==> config.mk <==
export PLATFORM = sky130hd
export DESIGN_NAME = mmu_utlb
export DESIGN_NICKNAME = d
export VERILOG_FILES = /design/src/rtl/mmu_utlb.sv
export SDC_FILE = /design/constraint.sdc
export NUM_CORES = 1
export LEC_CHECK = 0
export BUFFER_PORTS_ARGS = -buffer_cell sky130_fd_sc_hd__buf_2
export CAP_MARGIN = 20
export CELL_PAD_IN_SITES_DETAIL_PLACEMENT = 0
export CELL_PAD_IN_SITES_GLOBAL_PLACEMENT = 1
export CORE_MARGIN = 1
export CORE_UTILIZATION = 42
export DETAILED_ROUTE_END_ITERATION = 12
export GPL_ROUTABILITY_DRIVEN = 1
export PLACE_DENSITY_LB_ADDON = 0.08
export RECOVER_POWER = 100
export SLEW_MARGIN = 30
export SYNTH_ARGS = -nofsm -noshare
export SYNTH_HDL_FRONTEND = slang
export SYNTH_SLANG_ARGS = --single-unit
export TNS_END_PERCENT = 1
==> constraint.sdc <==
create_clock -name clk -period 2.7 [get_ports clk]
set_input_delay 0.135 -clock clk [delete_from_list [all_inputs] [get_ports clk]]
set_output_delay 0.135 -clock clk [all_outputs]
set_load 0.005 [all_outputs]
==> src/rtl/mmu_utlb.sv <==
// Address translation front end: kseg0/kseg1 direct map, fully associative micro-TLB with main-TLB refill.
// Optional ASID/G tagging of micro-TLB entries is enabled by defining UTLB_ASID_TAG_EN.
module mmu_utlb #(
    parameter int unsigned ENTRIES = 4,
    parameter int unsigned IS_DATA = 0,
    parameter int unsigned ASID_W  = 8,
    parameter int unsigned TAG_W   = 20
) (
    input  logic              clk,
    input  logic              rst,
    input  logic              req_valid,
    output logic              req_ready,
    input  logic [31:0]       req_vaddr,
    input  logic              req_store,
    input  logic [1:0]        req_size,
    input  logic [ASID_W-1:0] asid,
    input  logic [2:0]        cfg_k0,
    input  logic              flush,
    output logic              resp_valid,
    output logic [TAG_W-1:0]  resp_tag,
    output logic              resp_uncache,
    output logic              resp_exc,
    output logic [4:0]        resp_exccode,
    output logic              resp_refill,
    output logic              tlb_req,
    output logic [18:0]       tlb_vpn2,
    output logic              tlb_odd,
    output logic [ASID_W-1:0] tlb_asid,
    input  logic              tlb_gnt,
    input  logic              tlb_hit,
    input  logic              tlb_v,
    input  logic              tlb_d,
    input  logic              tlb_g,
    input  logic [TAG_W-1:0]  tlb_pfn,
    input  logic [2:0]        tlb_c
);

    localparam int unsigned IDX_W = $clog2(ENTRIES);
    localparam int unsigned VPN_W = 20;

    localparam logic [4:0] EXC_MOD  = 5'h01;
    localparam logic [4:0] EXC_TLBL = 5'h02;
    localparam logic [4:0] EXC_TLBS = 5'h03;
    localparam logic [4:0] EXC_ADEL = 5'h04;
    localparam logic [4:0] EXC_ADES = 5'h05;

    typedef enum logic [1:0] {
        S_IDLE,
        S_WAIT,
        S_FILL
    } state_e;

    state_e             state_q, state_d;
    logic [VPN_W-1:0]   vpn_q, vpn_d;
    logic               store_q, store_d;
    logic [ASID_W-1:0]  asid_q, asid_d;
    logic               kill_q, kill_d;
    logic               treq_q, treq_d;
    logic               ready_q, ready_d;

    logic [TAG_W-1:0]   fl_pfn_q, fl_pfn_d;
    logic               fl_unc_q, fl_unc_d;
    logic               fl_d_q, fl_d_d;
    logic               fl_ok_q, fl_ok_d;
`ifdef UTLB_ASID_TAG_EN
    logic               fl_g_q, fl_g_d;
`endif

    logic               rvalid_q, rvalid_d;
    logic [TAG_W-1:0]   rtag_q, rtag_d;
    logic               runc_q, runc_d;
    logic               rexc_q, rexc_d;
    logic [4:0]         rcode_q, rcode_d;
    logic               rrefill_q, rrefill_d;

    // micro-TLB storage; only the valid bits and the replacement pointer are reset
    logic [ENTRIES-1:0] ent_valid_q;
    logic [VPN_W-1:0]   ent_vpn_q [ENTRIES];
    logic [TAG_W-1:0]   ent_pfn_q [ENTRIES];
    logic               ent_unc_q [ENTRIES];
    logic               ent_d_q   [ENTRIES];
`ifdef UTLB_ASID_TAG_EN
    logic               ent_g_q    [ENTRIES];
    logic [ASID_W-1:0]  ent_asid_q [ENTRIES];
`endif
    logic [IDX_W-1:0]   ptr_q;

    logic               fill_we;
    logic               is_store;
    logic               is_kseg0;
    logic               is_kseg1;
    logic               misalign;
    logic [ENTRIES-1:0] match;
    logic               hit;
    logic [IDX_W-1:0]   hit_idx;
    logic               unused_c;

    assign is_store = (IS_DATA != 0) && req_store;
    assign is_kseg0 = (req_vaddr[31:29] == 3'b100);
    assign is_kseg1 = (req_vaddr[31:29] == 3'b101);
    assign unused_c = ^{req_vaddr[11:2], tlb_g, req_size, req_store};

    // fetch port is always a word access
    always_comb begin
        misalign = |req_vaddr[1:0];
        if (IS_DATA != 0) begin
            case (req_size)
                2'd0:    misalign = 1'b0;
                2'd1:    misalign = req_vaddr[0];
                default: misalign = |req_vaddr[1:0];
            endcase
        end
    end

    always_comb begin
        for (int i = 0; i < int'(ENTRIES); i++) begin
            match[i] = ent_valid_q[i] && (ent_vpn_q[i] == req_vaddr[31:12]);
`ifdef UTLB_ASID_TAG_EN
            match[i] = match[i] && (ent_g_q[i] || (ent_asid_q[i] == asid));
`endif
        end
    end

    // descending scan so the lowest matching index is the one kept
    always_comb begin
        hit     = 1'b0;
        hit_idx = '0;
        for (int i = int'(ENTRIES) - 1; i >= 0; i--) begin
            if (match[i]) begin
                hit     = 1'b1;
                hit_idx = IDX_W'(i);
            end
        end
    end

    always_comb begin
        state_d   = state_q;
        vpn_d     = vpn_q;
        store_d   = store_q;
        asid_d    = asid_q;
        kill_d    = kill_q;
        treq_d    = treq_q;
        fl_pfn_d  = fl_pfn_q;
        fl_unc_d  = fl_unc_q;
        fl_d_d    = fl_d_q;
        fl_ok_d   = fl_ok_q;
`ifdef UTLB_ASID_TAG_EN
        fl_g_d    = fl_g_q;
`endif
        rvalid_d  = 1'b0;
        rtag_d    = rtag_q;
        runc_d    = runc_q;
        rexc_d    = rexc_q;
        rcode_d   = rcode_q;
        rrefill_d = rrefill_q;
        fill_we   = 1'b0;

        case (state_q)
            S_IDLE: begin
                if (req_valid) begin
                    vpn_d     = req_vaddr[31:12];
                    store_d   = is_store;
                    asid_d    = asid;
                    kill_d    = 1'b0;
                    rtag_d    = '0;
                    runc_d    = 1'b0;
                    rexc_d    = 1'b0;
                    rcode_d   = '0;
                    rrefill_d = 1'b0;
                    if (misalign) begin
                        rvalid_d = 1'b1;
                        rexc_d   = 1'b1;
                        rcode_d  = is_store ? EXC_ADES : EXC_ADEL;
                    end else if (is_kseg0 || is_kseg1) begin
                        rvalid_d = 1'b1;
                        rtag_d   = TAG_W'({3'b000, req_vaddr[28:12]});
                        runc_d   = is_kseg1 || (cfg_k0 != 3'd3);
                    end else if (hit) begin
                        rvalid_d = 1'b1;
                        if (is_store && !ent_d_q[hit_idx]) begin
                            rexc_d  = 1'b1;
                            rcode_d = EXC_MOD;
                        end else begin
                            rtag_d = ent_pfn_q[hit_idx];
                            runc_d = ent_unc_q[hit_idx];
                        end
                    end else begin
                        state_d = S_WAIT;
                        treq_d  = 1'b1;
                    end
                end
            end
            S_WAIT: begin
                if (flush) begin
                    kill_d = 1'b1;
                end
                if (tlb_gnt) begin
                    state_d   = S_FILL;
                    treq_d    = 1'b0;
                    fl_pfn_d  = tlb_pfn;
                    fl_unc_d  = (tlb_c != 3'd3);
                    fl_d_d    = tlb_d;
                    fl_ok_d   = tlb_hit && tlb_v;
`ifdef UTLB_ASID_TAG_EN
                    fl_g_d    = tlb_g;
`endif
                    rvalid_d  = 1'b1;
                    rtag_d    = '0;
                    runc_d    = 1'b0;
                    rexc_d    = 1'b1;
                    rcode_d   = '0;
                    rrefill_d = 1'b0;
                    if (!tlb_hit) begin
                        rcode_d   = store_q ? EXC_TLBS : EXC_TLBL;
                        rrefill_d = 1'b1;
                    end else if (!tlb_v) begin
                        rcode_d = store_q ? EXC_TLBS : EXC_TLBL;
                    end else if (store_q && !tlb_d) begin
                        rcode_d = EXC_MOD;
                    end else begin
                        rexc_d = 1'b0;
                        rtag_d = tlb_pfn;
                        runc_d = (tlb_c != 3'd3);
                    end
                end
            end
            S_FILL: begin
                state_d = S_IDLE;
                fill_we = fl_ok_q && !kill_q && !flush;
            end
            default: begin
                state_d = S_IDLE;
            end
        endcase

        ready_d = (state_d == S_IDLE);
    end

    always_ff @(posedge clk) begin
        if (rst) begin
            state_q   <= S_IDLE;
            vpn_q     <= '0;
            store_q   <= 1'b0;
            asid_q    <= '0;
            kill_q    <= 1'b0;
            treq_q    <= 1'b0;
            ready_q   <= 1'b1;
            fl_pfn_q  <= '0;
            fl_unc_q  <= 1'b0;
            fl_d_q    <= 1'b0;
            fl_ok_q   <= 1'b0;
`ifdef UTLB_ASID_TAG_EN
            fl_g_q    <= 1'b0;
`endif
            rvalid_q  <= 1'b0;
            rtag_q    <= '0;
            runc_q    <= 1'b0;
            rexc_q    <= 1'b0;
            rcode_q   <= '0;
            rrefill_q <= 1'b0;
        end else begin
            state_q   <= state_d;
            vpn_q     <= vpn_d;
            store_q   <= store_d;
            asid_q    <= asid_d;
            kill_q    <= kill_d;
            treq_q    <= treq_d;
            ready_q   <= ready_d;
            fl_pfn_q  <= fl_pfn_d;
            fl_unc_q  <= fl_unc_d;
            fl_d_q    <= fl_d_d;
            fl_ok_q   <= fl_ok_d;
`ifdef UTLB_ASID_TAG_EN
            fl_g_q    <= fl_g_d;
`endif
            rvalid_q  <= rvalid_d;
            rtag_q    <= rtag_d;
            runc_q    <= runc_d;
            rexc_q    <= rexc_d;
            rcode_q   <= rcode_d;
            rrefill_q <= rrefill_d;
        end
    end

    // flush beats a same-cycle fill; the pointer only moves on an actual write
    always_ff @(posedge clk) begin
        if (rst) begin
            ent_valid_q <= '0;
            ptr_q       <= '0;
        end else if (flush) begin
            ent_valid_q <= '0;
        end else if (fill_we) begin
            ent_valid_q[ptr_q] <= 1'b1;
            ptr_q              <= ptr_q + IDX_W'(1);
        end
    end

    always_ff @(posedge clk) begin
        if (fill_we) begin
            ent_vpn_q[ptr_q]  <= vpn_q;
            ent_pfn_q[ptr_q]  <= fl_pfn_q;
            ent_unc_q[ptr_q]  <= fl_unc_q;
            ent_d_q[ptr_q]    <= fl_d_q;
`ifdef UTLB_ASID_TAG_EN
            ent_g_q[ptr_q]    <= fl_g_q;
            ent_asid_q[ptr_q] <= asid_q;
`endif
        end
    end

    assign req_ready    = ready_q;
    assign resp_valid   = rvalid_q;
    assign resp_tag     = rtag_q;
    assign resp_uncache = runc_q;
    assign resp_exc     = rexc_q;
    assign resp_exccode = rcode_q;
    assign resp_refill  = rrefill_q;
    assign tlb_req      = treq_q;
    assign tlb_vpn2     = vpn_q[19:1];
    assign tlb_odd      = vpn_q[0];
    assign tlb_asid     = asid_q;

endmodule

==> results of run 1 <==
==> cell usage in the layout, fill, tap and decap left out, drive strengths merged, types with 17 or more instances in the layout <==
cell type    count
edfxtp         164
xor2            42
clkbuf          71
mux2i           40
nor3            29
buf            125
nand2          118
a21oi           62
dlygate4sd3     52
nor4            19
a221oi          19
dfxtp           87
xnor2           39
o221a           17
nor2            40
==> report_power, final <==
| part | leakage, nW | switching, W | internal (W) |
|---|---|---|---|
| clock | 0.441 | 0.00144 | 0.00225 |
| combinational | 1.94 | 0.000324 | 0.000242 |
| sequential | 2.24 | 0.0000535 | 0.00413 |
==> layout make-up <==
class	count	area, sq um
repair buffers	208	1490
clock inverters	8	91.3
multi-input cells	516	3470
fillers	2107	11300
well taps	324	405
clock buffers	41	811
flip-flops and latches	251	6670
inverters	4	15.0
==> sequential cells by signal (all words and copies together), names as in the netlist, 2 cells and up <==
register      cells
tlb_asid          8
ent_vpn_q        80
resp_exccode      2
state_q           2
ent_valid_q       4
ent_pfn_q        80
ent_unc_q         4
ptr_q             2
vpn_q            20
fl_pfn_q         20
resp_tag         20
==> cell families after synthesis <==
| group | Yosys count |
|---|---|
| compound gates | 118 |
| mux | 41 |
| other cells | 1 |
| fa+ha+maj | 4 |
| buf+inv | 61 |
| simple gates | 269 |
| flops | 251 |
| xor+xnor | 81 |
==> metrics by stage <==
step                area [sq um]  worst slack [ns]
floorplan                  10300             0.141
global route               12900            -0.172
global placement           11500            -0.119
detailed placement         11500            -0.159
CTS                        13000           -0.0462
finish                     12900           -0.0208
==> worst register-to-register path: stages (launching register included) <==
cell       delay [ns]
edfxtp_1         0.39
xor2_1           0.19
nor4_2           0.31
nand4_1          0.19
or2_4            0.31
a221oi_4         0.32
buf_12           0.16
bufbuf_16        0.27
mux2i_1          0.19
o221a_1          0.22
nor3_2           0.04
==> what timing repair did <==
| action | in CTS | in global routing |
|---|---|---|
| gates cloned | 2 | 0 |
| pin swaps | 10 | 5 |
| setup endpoints to repair | 18 | 19 |
| gates resized for setup | 7 | 6 |
| hold buffers | 52 | 0 |
| endpoints found under the hold margin | 55 | 0 |
| setup buffers | 1 | 0 |
==> final timing paths <==
kind                                    end  slack [ns]  cells after the start
setup / recovery  resp_tag[12]$_SDFFE_PP0P_       -0.02                     10
hold / removal        resp_exc$_SDFFE_PP0P_        0.06                      3
setup reg to reg  resp_tag[12]$_SDFFE_PP0P_       -0.02                     10
hold reg to reg    tlb_asid[1]$_SDFFE_PP0P_        0.45                      2
==> metal layers <==
metal | GRT usage | vias to the layer above
met1 | 0.290 | 3566
met4 | 0.0441 | 0
met5 | 0 | -
met2 | 0.394 | 229
li1 | - | 3378
met3 | 0.0340 | 31
==> results.tsv, run 1 <==
metric	value	unit
outcome	finished with violations	
violations	negative setup slack	
path_class	reg2reg	
synth_seq_cells	251	
leakagePower	4.62	nW
top_layer	met4	
track_usage	0.223	
die_height	159	microns
yosysWarnings	0	
die_w	159	microns
worst_slack	-0.0208	ns
start_util	0.426	
nets	1090	
yosys.area_share.xor_xnor	0.0687	
hold_path_startpoint	req_vaddr[1]	
synth_top_cells_by_area	edfxtp_1, dfxtp_1, nand2_1	
rows	57	
slowest_delay	0.39	ns
path_cells	xor2_1 > nor4_2 > nand4_1 > or2_4 > a221oi_4 > buf_12 > bufbuf_16 > mux2i_1 > o221a_1 > nor3_2	
drive_gt1_frac	0.211	
muxShareOfSynthArea	0.0399	
grt_pass1_vias	7239	
power.density	652	nW/um^2
clkLatencyLatePin	0.52	ns
cts_buffer_depth	3	
whs	0.0605	ns
crit_family	simple AND/OR/NAND/NOR gates	
synth_fa_ha_area_frac	0.00485	
synthSimpleGateAreaFrac	0.134	
rsz0062_at_grt	true	
drt_iter0_markers	466	
finalMaxSlewViolations	0	
seq_area_frac_synth	0.646	
cts_buffers	27	
avgSynthCellArea	12.5	sq um
antenna_cells	0	
die-area	25200	sq um
wl_met1	12300	microns
antenna_found_initial	1	
worstReg2RegStart	ent_vpn_q[2][0]$_DFFE_PP_	
layout_min_cycle_time	2.72	ns
grt_max_degree	47	
post-route-util	0.534	
ir_drop	0.372	mV
synth_top_family_by_area	simple AND/OR/NAND/NOR gates	
hold_violations	0	
routabilityCongestion	0.845	
fin_skew	0.0133	ns
synth_async_sr_flop_share	0	
ant_nets	0	
worstMarginPinSlew	0.819	ns
cts-root-buf	clkbuf_16	
period_share	1.01	
post-synth-top-count-cell	edfxtp_1	
syn_inst	826	
layout.cells.non_filler	1352	
cp-end-kind	register	
max_freq	0.368	GHz
slew_headroom	0.450	
critPathBufInv	2	
htreeDepth	1	
wl_met2	14100	microns
overflow	0	
critPathRequiredTime	3.08	ns
crit_slowest_cell	edfxtp_1	
maxCapViolations	0	
synth.top_cells.by_count	edfxtp_1, nand2_1, dfxtp_1	
dp.final_hpwl	17900	microns
yosys_most_used_dff	edfxtp_1	
via_count	7204	
synth.distinct_cells	54	
cts_tree	done	
first_pass_iters	6	
drc	0	
netlist.area_leader.share	0.477	
setup_viol	5	
synth_compound_area_frac	0.0789	
synthesis.area	10300	sq um
min_path_type	in2reg	
avgRoutedWirePerCell	21.0	microns
synth_top_area_cell	edfxtp_1	
vias_per_cell	5.33	
drt-total-wl	28400	microns
power.total	0.00844	W
io_pins	137	
path_max_fanout	6	
dp_cells	1248	
areaGrowthSynthToFinish	25.4	%
cp.arrival	3.10	ns
grt_pass1_wl	42500	microns
port_buffers	118	
worstSetupStartpoint	ent_vpn_q[2][0]$_DFFE_PP_	
fin_setup_tns	-0.0500	ns
critPathLaunchType	register	
core_area	24200	sq um
path_clk_slew	0.06	ns
clock_sinks	251	
synth_edf_count	164	
route.met3.wl	1530	microns
(Power assumes the default switching activity.)
==> inputs of run 2 (changes only) <==
--- a/config.mk
+++ b/config.mk
@@ -10,7 +10,7 @@
 export CELL_PAD_IN_SITES_DETAIL_PLACEMENT = 0
 export CELL_PAD_IN_SITES_GLOBAL_PLACEMENT = 1
 export CORE_MARGIN = 1
-export CORE_UTILIZATION = 42
+export CORE_UTILIZATION = 45
 export DETAILED_ROUTE_END_ITERATION = 12
 export GPL_ROUTABILITY_DRIVEN = 1
 export PLACE_DENSITY_LB_ADDON = 0.08
==> constraint.sdc (replaced) <==
create_clock -name clk -period 2.9 [get_ports clk]
set_input_delay 0.145 -clock clk [delete_from_list [all_inputs] [get_ports clk]]
set_output_delay 0.145 -clock clk [all_outputs]
set_load 0.005 [all_outputs]
==> run 2 against run 1 <==
  * The run ends with max-capacitance violations, max-slew violations left
  * Register-to-register slack improved by 0.14 ns
  * Critical path depth unchanged
  * Die area fell by 6.6%
  * Sequential cell count did not move
  * Sequential share of layout area rose by 1.1 points
  * Fmax decreased by 2.3%
  * Final area shrank 2.0%
  * Cell count fell by 3.5%
  * Non-clock buffer count decreased by 7
  * Clock skew is 0.0062 ns lower
==> results.tsv, run 2 (same netlist as run 1, synthesis figures left out) <==
metric	value	unit
maxCapViolations	2	
core_area	22600	sq um
first_pass_iters	5	
start_util	0.457	
cp-end-kind	register	
rr_endpoint	resp_tag[10]$_SDFFE_PP0P_	
rows	55	
routabilityCongestion	0.796	
whs	0.0159	ns
ant_nets	0	
period_share	0.960	
vias_per_cell	5.45	
htreeDepth	1	
nFillCells	1947	
layout.cells.non_filler	1305	
crit_family	simple AND/OR/NAND/NOR gates	
die_w	153	microns
combPwrFrac	0.068	
final_common_cell	edfxtp_1	
leakagePower	4.54	nW
cts-root-buf	clkbuf_16	
clkLatencyLatePin	0.53	ns
grt_max_degree	43	
worstSetupStartpoint	ent_vpn_q[3][3]$_DFFE_PP_	
drc	0	
finalMaxSlewViolations	52	
die-area	23600	sq um
antenna_cells	0	
drt_iter0_markers	356	
dp_cells	1207	
drt-total-wl	27400	microns
worstReg2RegStart	ent_vpn_q[3][3]$_DFFE_PP_	
reg_top3	ent_pfn_q (80), ent_vpn_q (80)	
drive_gt1_frac	0.210	
rrSetupSlack	0.12	ns
critPathBufInv	2	
via_count	7114	
critPathCapture	resp_tag[10]$_SDFFE_PP0P_	
grt_pass1_vias	7109	
max_freq	0.359	GHz
rsz0062_at_grt	true	
cts_buffers	27	
cts_buffer_depth	3	
track_usage	0.234	
critPathLaunchType	register	
hold_violations	0	
worstSetupPathDepth	10	
clock_sinks	251	
r2r_cells	10	
seqPwrFrac	0.515	
finalInstanceArea	12700	sq um
ir_drop	0.343	mV
fin_skew	0.00712	ns
areaGrowthSynthToFinish	22.9	%
nets	1083	
setup_viol	0	
worst_slack	0.115	ns
grt_pass1_wl	41700	microns
path_class	reg2reg	
cts_tree	done	
crit_slowest_cell	or4b_4	
cp.arrival	3.17	ns
dp.final_hpwl	17800	microns
critPathRequiredTime	3.29	ns
overflow	0	
pre_cts_ws	-0.0326	ns
slowest_delay	0.55	ns
violations	max-capacitance violations, max-slew violations	
die_height	153	microns
avgRoutedWirePerCell	21.0	microns
worstMarginPinSlew	1.64	ns
final_cell_mix	edfxtp_1, nand2_1, buf_2	
dpl_cell_area	11400	sq um
hold_path_startpoint	req_vaddr[27]	
outcome	finished with violations	
io_pins	137	
path_max_fanout	13	
netSwitchingFraction	0.222	
port_buffers	118	
layout_min_cycle_time	2.78	ns
min_delay_path_depth	3	
slew_headroom	-0.0957	
cell_internal_pwr	0.00589	W
path_clk_slew	0.06	ns
path_cells	xor2_1 > or4b_4 > nor4_4 > nand2_1 > a221oi_4 > buf_12 > clkbuf_16 > mux2i_1 > o221a_1 > nor3_2	
min_path_type	in2reg	
clkPwrFrac	0.418	
power.density	596	nW/um^2
antenna_found_initial	0	
fin_setup_tns	0	ns
switching_power	0.00168	W
[run 2: cell types whose count changed in the layout (fill, tap and decap cells not counted), sizes merged]
cell         change
clkbuf           -8
dlygate4sd3      -5
clkinv           +4
buf              +2
bufbuf           -1
bufinv           -1
clkinvlp         +1
[run 2: power groups by stage]
| stage | clock [W] | sequential (W) | combinational [W] |
|---|---|---|---|
| after floorplan | 0 | 0.00396 | 0.000264 |
| after global placement | 0 | 0.00397 | 0.000461 |
| after detailed placement | 0 | 0.00397 | 0.000465 |
| after CTS | 0.00322 | 0.00390 | 0.000516 |
| after global routing | 0.00335 | 0.00390 | 0.000560 |
| final | 0.00316 | 0.00390 | 0.000511 |
[run 2: metrics by stage]
step | total power [W] | utilization
final | 0.00757 | 0.562
after floorplan | 0.00422 | -
after global placement | 0.00443 | 0.503
after CTS | 0.00763 | 0.560
after detailed placement | 0.00444 | 0.503
after global routing | 0.00781 | 0.562
[run 2: repair_timing]
action                     in CTS  in global routing
setup buffers                   0                  1
gates cloned                    0                  2
pin swaps                       0                  3
hold buffers                   47                  0
resized for setup               1                  6
setup endpoints to repair      15                 19
hold endpoints to repair       51                  0
[run 2: worst reg2reg max path, delay by kind of cell (launching register included)]
kind / cells / cell delay (ns)
xor+xnor: 1 / 0.17
buf+inv: 2 / 0.36
compound gates: 2 / 0.57
simple gates: 4 / 0.97
flops: 1 / 0.40
mux: 1 / 0.19
[run 2: metal layers]
metal | vias up | track usage | part of all wire
li1 | 3352 | - | -
met1 | 3479 | 0.306 | 0.42
met2 | 239 | 0.410 | 0.50
met3 | 44 | 0.0306 | 0.061
met4 | 0 | 0.0610 | 0.019
met5 | - | 0 | 0
[run 2: worst min-delay path by stage]
stage	end	slack [ns]
4_1_cts	vpn_q[15]$_SDFFE_PP0P_	0.004
3_3_place_gp	tlb_asid[6]$_SDFFE_PP0P_	0.38
5_1_grt	vpn_q[15]$_SDFFE_PP0P_	0.03
6_report	vpn_q[15]$_SDFFE_PP0P_	0.02
3_5_place_dp	tlb_asid[7]$_SDFFE_PP0P_	0.39
2_1_floorplan	ent_valid_q[0]$_SDFFE_PP0P_	0.22
[run 2: area by class of cell]
| cell class | instances | area, sq um | area share |
|---|---|---|---|
| flip-flops and latches | 251 | 6670 | 0.525 |
| inverters | 4 | 15.0 | 0.00118 |
| clock inverters | 12 | 88.8 | 0.00700 |
| clock buffers | 36 | 719 | 0.0567 |
| repair buffers | 201 | 1380 | 0.109 |
| well taps | 285 | 357 | 0.0281 |
| multi-input cells | 516 | 3460 | 0.273 |
==> inputs of run 3 (changes only) <==
--- a/config.mk
+++ b/config.mk
@@ -10,12 +10,13 @@
 export CELL_PAD_IN_SITES_DETAIL_PLACEMENT = 0
 export CELL_PAD_IN_SITES_GLOBAL_PLACEMENT = 1
 export CORE_MARGIN = 1
-export CORE_UTILIZATION = 45
+export CORE_UTILIZATION = 25
+export CTS_BUF_LIST = sky130_fd_sc_hd__clkbuf_2
 export DETAILED_ROUTE_END_ITERATION = 12
 export GPL_ROUTABILITY_DRIVEN = 1
 export PLACE_DENSITY_LB_ADDON = 0.08
 export RECOVER_POWER = 100
-export SLEW_MARGIN = 30
+export SLEW_MARGIN = 40
 export SYNTH_ARGS = -nofsm -noshare
 export SYNTH_HDL_FRONTEND = slang
 export SYNTH_SLANG_ARGS = --single-unit
==> run 3 against run 2 <==
  * The run now ends clean
  * Final area increased by 10%
  * Setup slack got worse by 0.0031 ns
  * Die area increased by 79%
  * Clock skew increased by 0.083 ns
  * Cell count increased by 35%
  * Via count increased by 9.3%
  * Sequential power about the same
  * Clock power decreased by 17%
  * First-iteration DRC count decreased by 9.6%
  * Clock-buffer cell count increased by 78
  * Combinational power increased by 23%
==> results.tsv, run 3 (same netlist as run 1, synthesis figures left out) <==
metric	value	unit
outcome	finished clean	
leakagePower	5.08	nW
die-area	42100	sq um
cts_tree	done	
grt_max_degree	43	
worstMarginPinSlew	1.00	ns
overflow	0	
first_pass_iters	7	
power.density	510	nW/um^2
cp.arrival	3.55	ns
cp-end-kind	register	
dp.final_hpwl	22300	microns
critPathBufInv	2	
route.met3.wl	1430	microns
final_common_cell	edfxtp_1	
core_area	40700	sq um
drc	0	
critPathLaunchType	register	
vias_per_cell	4.41	
drt_iter0_markers	322	
crit_slowest_cell	or4b_4	
combPwrFrac	0.088	
die_w	205	microns
nFillCells	4184	
via_count	7778	
drive_gt1_frac	0.230	
slew_headroom	0.330	
ir_drop	0.226	mV
cts-root-buf	clkbuf_2	
grt_pass1_vias	8178	
hold_violations	0	
cell_internal_pwr	0.00516	W
cts_buffers	74	
setup_viol	0	
crit_family	simple AND/OR/NAND/NOR gates	
cts_buffer_depth	3	
finalInstanceArea	14000	sq um
maxCapViolations	0	
worst_slack	0.112	ns
routabilityCongestion	0.739	
die_height	205	microns
rsz0062_at_grt	true	
crit_top_cell	buf_12	
finalMaxSlewViolations	0	
path_class	reg2reg	
antenna_found_initial	1	
seqPwrFrac	0.546	
areaGrowthSynthToFinish	35.5	%
critPathRequiredTime	3.66	ns
min_path_type	in2reg	
rows	74	
layout_min_cycle_time	2.79	ns
clock_sinks	251	
final_cell_mix	edfxtp_1, dlygate4sd3_1, nand2_1	
nets	1254	
fin_skew	0.0906	ns
multi_input_area	3440	sq um
pre_cts_ws	-0.00178	ns
path_max_fanout	14	
switching_power	0.00197	W
ant_nets	0	
period_share	0.961	
port_buffers	118	
wl_met2	16900	microns
clkPwrFrac	0.366	
htreeDepth	3	
reg_top3	ent_pfn_q (80), ent_vpn_q (80)	
track_usage	0.171	
drt-total-wl	35300	microns
netSwitchingFraction	0.277	
clkLatencyLatePin	0.89	ns
max_freq	0.359	GHz
path_cells	xnor2_2 > or4b_4 > nor4_4 > nand2_1 > a221oi_4 > buf_12 > buf_12 > mux2i_1 > o221a_1 > nor3_2	
grt_pass1_wl	52000	microns
start_util	0.253	
wl_met1	16400	microns
avgRoutedWirePerCell	20.0	microns
top_layer	met4	
path_clk_slew	0.10	ns
slowest_delay	0.50	ns
io_pins	137	
seq_area	6670	sq um
dpl_cell_area	11800	sq um
[run 3: final timing paths]
kind | start | end | slack [ns] | depth (start not counted)
setup reg to reg | ent_vpn_q[3][0]$_DFFE_PP_ | resp_tag[4]$_SDFFE_PP0P_ | 0.11 | 10
hold / removal | req_valid | state_q[0]$_SDFF_PP0_ | 0.14 | 4
hold reg to reg | resp_exccode[2]$_SDFFE_PP0P_ | resp_exccode[2]$_SDFFE_PP0P_ | 0.46 | 2
setup / recovery | ent_vpn_q[3][0]$_DFFE_PP_ | resp_tag[4]$_SDFFE_PP0P_ | 0.11 | 10
[run 3: what timing repair did]
item,CTS,global route
hold buffers,154,0
setup buffers,1,0
pin swaps,1,3
setup endpoints to repair,4,40
endpoints found under the hold margin,87,0
resized for setup,2,7
cloned,1,0
[run 3: layer usage]
metal  vias up  global-route usage
li1       3745                   -
met1      3811               0.224
met2       180               0.281
met3        42              0.0333
met4         0              0.0579
met5         -                   0
[run 3: layout make-up]
| type | count | share of cell area |
|---|---|---|
| clock inverters | 18 | 0.00483 |
| multi-input cells | 516 | 0.246 |
| repair buffers | 325 | 0.183 |
| clock buffers | 114 | 0.0408 |
| flip-flops and latches | 251 | 0.476 |
| well taps | 532 | 0.0476 |
| inverters | 4 | 0.00107 |
| diodes | 2 | 0.000358 |
[run 3: power by group through the flow]
stage	clock network, W	logic (W)	registers, W
global placement	0	0.000518	0.00398
detailed placement	0	0.000516	0.00398
global route	0.00296	0.000687	0.00391
finish	0.00261	0.000628	0.00389
floorplan	0	0.000264	0.00396
CTS	0.00277	0.000646	0.00390
[run 3: worst register-to-register path, stage by stage (launching register included)]
cell	delay (ns)
edfxtp_1	0.43
xnor2_2	0.19
or4b_4	0.50
nor4_4	0.30
nand2_1	0.13
a221oi_4	0.31
buf_12	0.16
buf_12	0.16
mux2i_1	0.20
o221a_1	0.25
nor3_2	0.05
[run 3: through the flow]
stage	total power (W)	setup TNS [ns]	utilization	instances	hold WS, ns
after floorplan	0.00422	0	-	828	0.224
after global placement	0.00450	0	0.290	1472	0.388
after detailed placement	0.00449	-0.00349	0.290	1472	0.396
after CTS	0.00731	0	0.345	1760	0.0185
after global routing	0.00755	-0.0669	0.344	1762	0.0763
final	0.00714	0	0.344	1762	0.142
